**config.mk**
```make
export PLATFORM = sky130hd
export DESIGN_NAME = ctrl_pipeline_unit_flat
export DESIGN_NICKNAME = d
export VERILOG_FILES = /design/src/rtl/ctrl_pipeline_unit_if.sv /design/src/rtl/ctrl_pipeline_unit.sv /design/src/flat_wrapper.sv
export SDC_FILE = /design/constraint.sdc
export NUM_CORES = 1
export LEC_CHECK = 0
export CORE_ASPECT_RATIO = 1.5
export CORE_UTILIZATION = 30
export CTS_BUF_LIST = sky130_fd_sc_hd__clkbuf_4
export CTS_CLUSTER_DIAMETER = 80
export DETAILED_ROUTE_END_ITERATION = 10
export PLACE_DENSITY = 0.57
export SYNTH_ARGS = -nofsm -noshare
export SYNTH_HDL_FRONTEND = slang
export SYNTH_SLANG_ARGS = --single-unit
```
**constraint.sdc**
```tcl
create_clock -name clk -period 2.84 [get_ports clk]
set_clock_uncertainty 0.15 [all_clocks]
set_input_delay 0.568 -clock clk [delete_from_list [all_inputs] [get_ports clk]]
set_output_delay 0.568 -clock clk [all_outputs]
set_load 0.005 [all_outputs]
```
**src/rtl/ctrl_pipeline_unit_if.sv**
```systemverilog
// Decode/pipeline control bus: instruction-side inputs plus every decoded control output.
interface ctrl_pipeline_unit_if #(
  parameter int OPW    = 5,
  parameter int ALUW   = 4,
  parameter int STAGES = 3
);
  logic [OPW-1:0]    opcode;
  logic              stall;
  logic              jump_occured;
  logic [ALUW-1:0]   alu_operation;
  logic [ALUW-1:0]   alu_operation_ex;
  logic              mem_read;
  logic              mem_write;
  logic              wb;
  logic              push_signal;
  logic              pop_signal;
  logic              in_port_signal;
  logic              out_port_signal;
  logic              one_operand;
  logic              direct_jump;
  logic [1:0]        jump_type_signal;
  logic              call_signal;
  logic              ret_signal;
  logic              reti_signal;
  logic [STAGES-1:0] mem_read_pipe;
  logic [STAGES-1:0] mem_write_pipe;
  logic [STAGES-1:0] wb_pipe;

  modport master (
    output opcode, stall, jump_occured,
    input  alu_operation, alu_operation_ex, mem_read, mem_write, wb,
           push_signal, pop_signal, in_port_signal, out_port_signal,
           one_operand, direct_jump, jump_type_signal,
           call_signal, ret_signal, reti_signal,
           mem_read_pipe, mem_write_pipe, wb_pipe
  );

  modport slave (
    input  opcode, stall, jump_occured,
    output alu_operation, alu_operation_ex, mem_read, mem_write, wb,
           push_signal, pop_signal, in_port_signal, out_port_signal,
           one_operand, direct_jump, jump_type_signal,
           call_signal, ret_signal, reti_signal,
           mem_read_pipe, mem_write_pipe, wb_pipe
  );
endinterface

```
**src/rtl/ctrl_pipeline_unit.sv**
```systemverilog
// Instruction decoder with bubble FSM and delayed control pipes.
// Define CTRL_CALL_RET_EN to decode CALL/RET/RETI (opcodes 20/21/22).
module ctrl_pipeline_unit #(
  parameter int OPW    = 5,
  parameter int ALUW   = 4,
  parameter int STAGES = 3
) (
  input logic                 clk,
  input logic                 rst,
  ctrl_pipeline_unit_if.slave bus
);

  localparam logic [1:0] DECODE     = 2'd0;
  localparam logic [1:0] IMM_BUBBLE = 2'd1;
  localparam logic [1:0] JMP_BUBBLE = 2'd2;

  typedef struct packed {
    logic [ALUW-1:0] alu;
    logic            mem_read;
    logic            mem_write;
    logic            wb;
    logic            push;
    logic            pop;
    logic            in_port;
    logic            out_port;
    logic            one_operand;
    logic            direct_jump;
    logic [1:0]      jump_type;
  } ctrl_t;

  logic [1:0]        state_q, state_d;
  ctrl_t             dec_q, dec_d;
  logic [4:0]        op5;
  logic              op_valid;
  logic              advance;
  logic [STAGES-1:0] mr_pipe_q, mw_pipe_q, wb_pipe_q;
  logic [ALUW-1:0]   alu_ex_q;

`ifdef CTRL_CALL_RET_EN
  logic call_d, ret_d, reti_d;
  logic call_q, ret_q, reti_q;
`endif

  // Wider opcodes are only legal when everything above bit 4 is zero.
  assign op_valid = (bus.opcode >> 5) == '0;
  assign op5      = 5'(bus.opcode);
  assign advance  = bus.jump_occured || !bus.stall;

  always_comb begin
    dec_d   = '0;
    state_d = DECODE;
`ifdef CTRL_CALL_RET_EN
    call_d  = 1'b0;
    ret_d   = 1'b0;
    reti_d  = 1'b0;
`endif
    if (state_q == DECODE && op_valid) begin
      case (op5)
        5'd1:  dec_d.alu = ALUW'(11);
        5'd2:  dec_d.alu = ALUW'(12);
        5'd3:  dec_d.alu = ALUW'(1);
        5'd4:  dec_d.alu = ALUW'(2);
        5'd5:  dec_d.alu = ALUW'(3);
        5'd6:  dec_d.in_port = 1'b1;
        5'd7:  dec_d.out_port = 1'b1;
        5'd8:  dec_d.push = 1'b1;
        5'd9:  dec_d.pop = 1'b1;
        5'd10: begin dec_d.alu = ALUW'(13); dec_d.mem_read = 1'b1; end
        5'd12: begin dec_d.alu = ALUW'(13); dec_d.mem_write = 1'b1; end
        5'd14: begin dec_d.alu = ALUW'(14); state_d = IMM_BUBBLE; end
        5'd16: dec_d.jump_type = 2'd1;
        5'd17: dec_d.jump_type = 2'd2;
        5'd18: dec_d.jump_type = 2'd3;
        5'd19: begin dec_d.direct_jump = 1'b1; state_d = JMP_BUBBLE; end
`ifdef CTRL_CALL_RET_EN
        5'd20: begin call_d = 1'b1; dec_d.push = 1'b1; state_d = JMP_BUBBLE; end
        5'd21: begin ret_d  = 1'b1; dec_d.pop  = 1'b1; state_d = JMP_BUBBLE; end
        5'd22: begin reti_d = 1'b1; dec_d.pop  = 1'b1; state_d = JMP_BUBBLE; end
`endif
        5'd24: dec_d.alu = ALUW'(4);
        5'd25: dec_d.alu = ALUW'(5);
        5'd26: dec_d.alu = ALUW'(6);
        5'd28: dec_d.alu = ALUW'(7);
        5'd29: dec_d.alu = ALUW'(8);
        5'd30: begin dec_d.alu = ALUW'(9);  state_d = IMM_BUBBLE; end
        5'd31: begin dec_d.alu = ALUW'(10); state_d = IMM_BUBBLE; end
        default: ;
      endcase
      dec_d.one_operand = (op5 == 5'd3) || (op5 == 5'd4) || (op5 == 5'd5);
      // Flag ops (SETC/CLRC) use the ALU but never write a register.
      dec_d.wb = (dec_d.alu != '0 || dec_d.mem_read) && !dec_d.mem_write &&
                 dec_d.alu != ALUW'(11) && dec_d.alu != ALUW'(12);
    end
  end

  // A taken jump overrides stall; it also kills writes of the entry entering stage 1.
  always_ff @(posedge clk) begin
    if (rst) begin
      state_q   <= DECODE;
      dec_q     <= '0;
      mr_pipe_q <= '0;
      mw_pipe_q <= '0;
      wb_pipe_q <= '0;
      alu_ex_q  <= '0;
    end else if (advance) begin
      state_q   <= bus.jump_occured ? DECODE : state_d;
      dec_q     <= bus.jump_occured ? ctrl_t'('0) : dec_d;
      mr_pipe_q <= STAGES'({mr_pipe_q, dec_q.mem_read});
      mw_pipe_q <= STAGES'({mw_pipe_q, dec_q.mem_write && !bus.jump_occured});
      wb_pipe_q <= STAGES'({wb_pipe_q, dec_q.wb && !bus.jump_occured});
      alu_ex_q  <= dec_q.alu;
    end
  end

`ifdef CTRL_CALL_RET_EN
  always_ff @(posedge clk) begin
    if (rst) begin
      call_q <= 1'b0;
      ret_q  <= 1'b0;
      reti_q <= 1'b0;
    end else if (advance) begin
      call_q <= call_d && !bus.jump_occured;
      ret_q  <= ret_d  && !bus.jump_occured;
      reti_q <= reti_d && !bus.jump_occured;
    end
  end

  assign bus.call_signal = call_q;
  assign bus.ret_signal  = ret_q;
  assign bus.reti_signal = reti_q;
`else
  assign bus.call_signal = 1'b0;
  assign bus.ret_signal  = 1'b0;
  assign bus.reti_signal = 1'b0;
`endif

  assign bus.alu_operation    = dec_q.alu;
  assign bus.mem_read         = dec_q.mem_read;
  assign bus.mem_write        = dec_q.mem_write;
  assign bus.wb               = dec_q.wb;
  assign bus.push_signal      = dec_q.push;
  assign bus.pop_signal       = dec_q.pop;
  assign bus.in_port_signal   = dec_q.in_port;
  assign bus.out_port_signal  = dec_q.out_port;
  assign bus.one_operand      = dec_q.one_operand;
  assign bus.direct_jump      = dec_q.direct_jump;
  assign bus.jump_type_signal = dec_q.jump_type;
  assign bus.mem_read_pipe    = mr_pipe_q;
  assign bus.mem_write_pipe   = mw_pipe_q;
  assign bus.wb_pipe          = wb_pipe_q;
  assign bus.alu_operation_ex = alu_ex_q;

endmodule
```
**src/flat_wrapper.sv**
```systemverilog
// flat-port wrapper written by rule: the top's interface ports become plain ports
module ctrl_pipeline_unit_flat 
#(
  parameter int OPW    = 5,
  parameter int ALUW   = 4,
  parameter int STAGES = 3
)
  (clk, rst, bus_opcode, bus_stall, bus_jump_occured, bus_alu_operation, bus_alu_operation_ex, bus_mem_read, bus_mem_write, bus_wb, bus_push_signal, bus_pop_signal, bus_in_port_signal, bus_out_port_signal, bus_one_operand, bus_direct_jump, bus_jump_type_signal, bus_call_signal, bus_ret_signal, bus_reti_signal, bus_mem_read_pipe, bus_mem_write_pipe, bus_wb_pipe);
  ctrl_pipeline_unit_if #(.OPW(OPW), .ALUW(ALUW), .STAGES(STAGES)) bus_i ();
  input logic clk;
  input logic rst;
  input wire logic [$bits(bus_i.opcode)-1:0] bus_opcode;
  input wire logic [$bits(bus_i.stall)-1:0] bus_stall;
  input wire logic [$bits(bus_i.jump_occured)-1:0] bus_jump_occured;
  output wire logic [$bits(bus_i.alu_operation)-1:0] bus_alu_operation;
  output wire logic [$bits(bus_i.alu_operation_ex)-1:0] bus_alu_operation_ex;
  output wire logic [$bits(bus_i.mem_read)-1:0] bus_mem_read;
  output wire logic [$bits(bus_i.mem_write)-1:0] bus_mem_write;
  output wire logic [$bits(bus_i.wb)-1:0] bus_wb;
  output wire logic [$bits(bus_i.push_signal)-1:0] bus_push_signal;
  output wire logic [$bits(bus_i.pop_signal)-1:0] bus_pop_signal;
  output wire logic [$bits(bus_i.in_port_signal)-1:0] bus_in_port_signal;
  output wire logic [$bits(bus_i.out_port_signal)-1:0] bus_out_port_signal;
  output wire logic [$bits(bus_i.one_operand)-1:0] bus_one_operand;
  output wire logic [$bits(bus_i.direct_jump)-1:0] bus_direct_jump;
  output wire logic [$bits(bus_i.jump_type_signal)-1:0] bus_jump_type_signal;
  output wire logic [$bits(bus_i.call_signal)-1:0] bus_call_signal;
  output wire logic [$bits(bus_i.ret_signal)-1:0] bus_ret_signal;
  output wire logic [$bits(bus_i.reti_signal)-1:0] bus_reti_signal;
  output wire logic [$bits(bus_i.mem_read_pipe)-1:0] bus_mem_read_pipe;
  output wire logic [$bits(bus_i.mem_write_pipe)-1:0] bus_mem_write_pipe;
  output wire logic [$bits(bus_i.wb_pipe)-1:0] bus_wb_pipe;
  assign bus_i.opcode = bus_opcode;
  assign bus_i.stall = bus_stall;
  assign bus_i.jump_occured = bus_jump_occured;
  assign bus_alu_operation = bus_i.alu_operation;
  assign bus_alu_operation_ex = bus_i.alu_operation_ex;
  assign bus_mem_read = bus_i.mem_read;
  assign bus_mem_write = bus_i.mem_write;
  assign bus_wb = bus_i.wb;
  assign bus_push_signal = bus_i.push_signal;
  assign bus_pop_signal = bus_i.pop_signal;
  assign bus_in_port_signal = bus_i.in_port_signal;
  assign bus_out_port_signal = bus_i.out_port_signal;
  assign bus_one_operand = bus_i.one_operand;
  assign bus_direct_jump = bus_i.direct_jump;
  assign bus_jump_type_signal = bus_i.jump_type_signal;
  assign bus_call_signal = bus_i.call_signal;
  assign bus_ret_signal = bus_i.ret_signal;
  assign bus_reti_signal = bus_i.reti_signal;
  assign bus_mem_read_pipe = bus_i.mem_read_pipe;
  assign bus_mem_write_pipe = bus_i.mem_write_pipe;
  assign bus_wb_pipe = bus_i.wb_pipe;
  ctrl_pipeline_unit #(.OPW(OPW), .ALUW(ALUW), .STAGES(STAGES)) u_core (.clk(clk), .rst(rst), .bus(bus_i));
endmodule
```
Word-level counts from Yosys, hierarchy flattened
Index checks and enable logic that the tools add are counted.

Output and inout bits: 31. Bits of input ports: 9. Flip-flop bits (word level): 30.

Equality and inequality tests: 25. Reductions and logical operators: 16. Multiplexer cells: 17.

Operators by type and width (number): $pmux 4 s14 (1); $eq 5x5->1 const B (11); $mux 15 (2); $eq 5x4->1 const B (5); $eq 5x3->1 const B (4); $eq 5x2->1 const B (2); $mux 1 (9); $ne 4x4->1 const B (2); $pmux 2 s3 (1); $eq 5x1->1 const B (1); $logic_and 1x1->1 (5); $logic_or 1x1->1 (4); $mux 2 (2); $mux 4 (1); $pmux 2 s2 (1); $reduce_bool 4->1 (1); $logic_not 1->1 (3); $reduce_or 3->1 (1); $logic_not 2->1 (1); $reduce_or 2->1 (1).

Depth between registers and ports, before layout
Depth after elaboration: 11. Depth in mapped cells: 6.

Least setup slack after synthesis
Ideal clock, no wire load.

Path kind: input port to flip-flop. Start point: input bus_opcode[4]. End point: register u_core.dec_q (netlist bit u_core.bus.alu_operation[3]). Setup time: 0.070 ns. Arrival time: 1.522 ns. Stages: 5. Slack: 1.097 ns. Cells stage by stage: buf_2 > or4_1 > a31oi_1 > o21ai_1 > a21oi_1.

Cells in the longest elaborated chain, start to end: 6. Elaborated cells between the ends (all ways): 20. Classes of those cells: eq/ne: 15; mux: 4; reduce/logical: 1.

RTL lines: start, declared (RTL line flat_wrapper.sv:12) `input wire logic [$bits(bus_i.opcode)-1:0] bus_opcode;`; $eq 5x4->1 (RTL line ctrl_pipeline_unit.sv:58) `case (op5)`; $reduce_or 2->1 (no line); $pmux 4 s14 * (RTL line ctrl_pipeline_unit.sv:58); $mux 4 * (RTL line ctrl_pipeline_unit.sv:57) `if (state_q == DECODE && op_valid) begin`; $mux 15 * (RTL line ctrl_pipeline_unit.sv:57); $mux 15 * (RTL line ctrl_pipeline_unit.sv:107) `dec_q <= bus.jump_occured ? ctrl_t'('0) : dec_d;`; end signal, assigned (RTL line ctrl_pipeline_unit.sv:107); end, declared (RTL line ctrl_pipeline_unit.sv:32) `ctrl_t dec_q, dec_d;`.

Every way passes the cells marked *; elsewhere a longest branch is shown, timed or not. The select of a mux whose other input is x is not followed. A chain may end at the register's enable or synchronous reset.

Worst setup path after layout
Start point: input bus_opcode[2]. End point: register u_core.dec_q (netlist bit u_core.bus.alu_operation[1]).

Same word-level chain as after synthesis.

==> flow_summary.yaml <==
outcome:
  status: "complete, but fails checks"
  violations: "DRC"
floorplanning:
  core-area_um2: 4282
  placementRows: 29
  die_w_um: 56.90
  die_area_um2: 4800
  fp.dieH_um: 84.35
  initial_core_util_pct: 31.68
  io_pins: 40
critical_path:
  setup.worst_path.start_class: "primary input"
  crit_path_end_kind: "flip-flop"
  path_max_fanout: 20
  cp.arrival_ps: 2300
  worstPathRequired_ps: 2950
  critical_path_class: "in -> reg"
  reg2regPathDepth: 4
power_and_ir_drop:
  leakage_nw: 0.6236
  powerDensity_nw_per_um2: 416.5
  peakVddDrop_v: 0.0001861
  p_total_mw: 0.7509
timing:
  finalSetupTns_ps: 0
  hold_ws_ps: 305.8
  timing.final.crit_share_pct: 77.01
  slew_viol_final: 0
  hold_viol_final: 0
  setup_slack_ps: 652.8
  worst_pin_slew_ps: 599.6
  slew_headroom_pct: 59.90
  layout_min_cycle_time_ps: 2187
  fmax_ghz: 0.4572
  setup_violations: 0
  rsz0062_at_grt: "false"
detailed_routing:
  routed_via_density: 5.067
  drc: 2
  vias: 1282
  wl_um: 3229
  wl_per_cell_um: 12.76
  antenna_left: 0
  drt_iter0_markers: 43
  dr.pass1.iters: 9
synth:
  synth_mux_area_share_pct: 2.214
  synth_top_family_by_area: "simple AND/OR/NAND/NOR gates"
  synth_edf_count: 0
  synth_compound_area_share_pct: 19.10
  synth_xor_xnor_area_share_pct: 1.292
  synth_simple_gate_area_share_pct: 26.57
  yosys.area_share.adder_pct: 0
  ys_warn_count: 0
  async_flop_share_pct: 0
  ys_seq_area_share_pct: 42.80
  avgSynthCellArea_um2: 7.932
  synth-seq-cells: 29
  synth-main-ff-cell: "dfxtp_1"
  synth_cells: 171
  synth_cell_types: 39
  synth_area_um2: 1356
clocking:
  clock_path_buffers: 2
  cts_tree: "built"
  clockRootBuffer: "clkbuf_4"
  cts_resized: 0
  hold_buffers: 0
  clk_latency_ps: 320
  numCtsBuffers: 5
  clk_pin_slew_worst_paths_ps: 90
  postCtsSetupRepairBufs: 0
  cts.sinks: 29
  htreeDepth: 2
global_route:
  overflow: 0
  antenna_found_initial: 0
  grt.total_usage_pct: 14.69
  grt_pass1_wl_um: 5492
  grt_pass1_vias: 1147
  grt_max_degree: 30
cells_and_area:
  antenna_cells: 0
  stdcell_area_um2: 1803
  areaGrowthSynthToFinish_pct: 32.93
  multi_input_area_um2: 678.2
  drive_gt1_share_pct: 9.662
  fill_cells: 448
  regArea_um2: 580.6
  final_nets: 215
place:
  gp_congestion: 0.8229
  dpl_cell_area_um2: 1748
  portBuffers: 36
  dp_slack_ps: 338.5
  hpwl_um: 2296
worst_hold_path:
  hold_class: "reg -> reg"
  hold_depth: 2
job:
  drv_cap: 0
-- Yosys cell counts, drive strengths merged (2+ instances only) --
cell type  number  area [um2]
nor2b           2       12.51
o21ai           3       15.01
mux2i           3       30.03
a21oi          25       125.1
nand2          34       127.6
nor2           11       41.29
nand4           2       12.51
nand3           2       10.01
clkbuf          6       26.28
nor3b           2       15.01
buf            12       67.56
or4             2       18.77
inv             3       11.26
a22oi           5       37.54
nand2b          4       25.02
a32oi           3       26.28
nor3            7       56.31
o31ai           2       15.01
dfxtp          29       580.6
-- path summary, 6_finish.rpt --
check	from	to	slack [ps]
worst max-delay path	bus_opcode[2]	u_core.bus.alu_operation[1]$_SDFFE_PP0P_	650
worst max register to register	u_core.state_q[0]$_SDFFE_PP0P_	u_core.bus.direct_jump$_SDFFE_PP0P_	1140
worst min-delay path	u_core.bus.alu_operation_ex[1]$_SDFFE_PP0P_	u_core.bus.alu_operation_ex[1]$_SDFFE_PP0P_	310
worst min register to register	u_core.bus.alu_operation_ex[1]$_SDFFE_PP0P_	u_core.bus.alu_operation_ex[1]$_SDFFE_PP0P_	310
-- cells by family (layout without fill, tap and decap cells) --
kind of cell              count (synthesis)  in the layout
other                                     1              3
buffers and inverters                    21             55
xor gates and xnor gates                  2              2
AOI/OAI and AO/OA                        43             43
and+or+nand+nor                          72             72
DFF                                      29             29
muxes                                     3              3
-- metal layers --
metal  up-vias  part of all wire, %  track usage, %
li1        656                    -               -
met1       581                   44           18.82
met2        41                   49           22.99
met3         4                  4.4           3.236
met4         0                  1.9           7.317
met5         -                    0               0
-- metrics by stage --
stage	util, %	cells
CTS	42.11	253
floorplan	-	173
global placement	40.82	245
global route	42.11	253
detailed placement	40.82	245
finish	42.11	253
-- layout by cell type, fill, tap and decap left out, types with 2 or more instances in the layout --
cell | netlist | layout
nand2_1 | 34 | 34
nor2b_1 | 2 | 2
o21ai_0 | 2 | 2
clkdlybuf4s50_1 | 0 | 36
nor2_1 | 11 | 11
clkbuf_4 | 1 | 6
inv_1 | 3 | 3
nand2b_1 | 4 | 4
dfxtp_1 | 29 | 29
nand4_1 | 2 | 2
conb_1 | 1 | 3
nor3b_1 | 2 | 2
mux2i_1 | 3 | 3
clkinv_2 | 0 | 2
a22oi_1 | 5 | 5
a32oi_1 | 3 | 3
a21oi_1 | 25 | 25
nor3_2 | 2 | 2
nor3_1 | 4 | 4
buf_4 | 3 | 8
o31ai_1 | 2 | 2
nand3_1 | 2 | 2
-- worst max-delay path, cell delays in order --
cell and delay [ps]:
clkdlybuf4s50_1 850, inv_1 150, a2111oi_0 440, o31ai_1 150
a21oi_1 140
-- where the power goes --
| part | total, mW | internal, mW | switching (mW) |
|---|---|---|---|
| sequential | 0.413 | 0.410 | 0.00287 |
| combinational | 0.0961 | 0.0401 | 0.0560 |
| clock | 0.242 | 0.104 | 0.138 |
-- flip-flops by register name, indices dropped and copies added, names as in the netlist --
signal,cells
u_core.bus.in_port_signal,1
u_core.state_q,1
u_core.bus.mem_read_pipe,3
u_core.bus.push_signal,1
u_core.bus.mem_write,1
u_core.bus.wb,1
u_core.bus.direct_jump,1
u_core.bus.pop_signal,1
u_core.bus.out_port_signal,1
u_core.bus.alu_operation_ex,4
u_core.bus.alu_operation,4
u_core.bus.wb_pipe,3
u_core.bus.mem_read,1
u_core.bus.jump_type_signal,2
u_core.bus.mem_write_pipe,3
u_core.bus.one_operand,1
-- final cells by class --
class	count	area share, %
inverters	3	0.6246
clock inverters	2	0.5552
multi-input cells	123	37.61
clock buffers	6	2.498
repair buffers	44	23.32
well taps	46	3.192
flip-flops and latches	29	32.20
(Power assumes the default switching activity.)
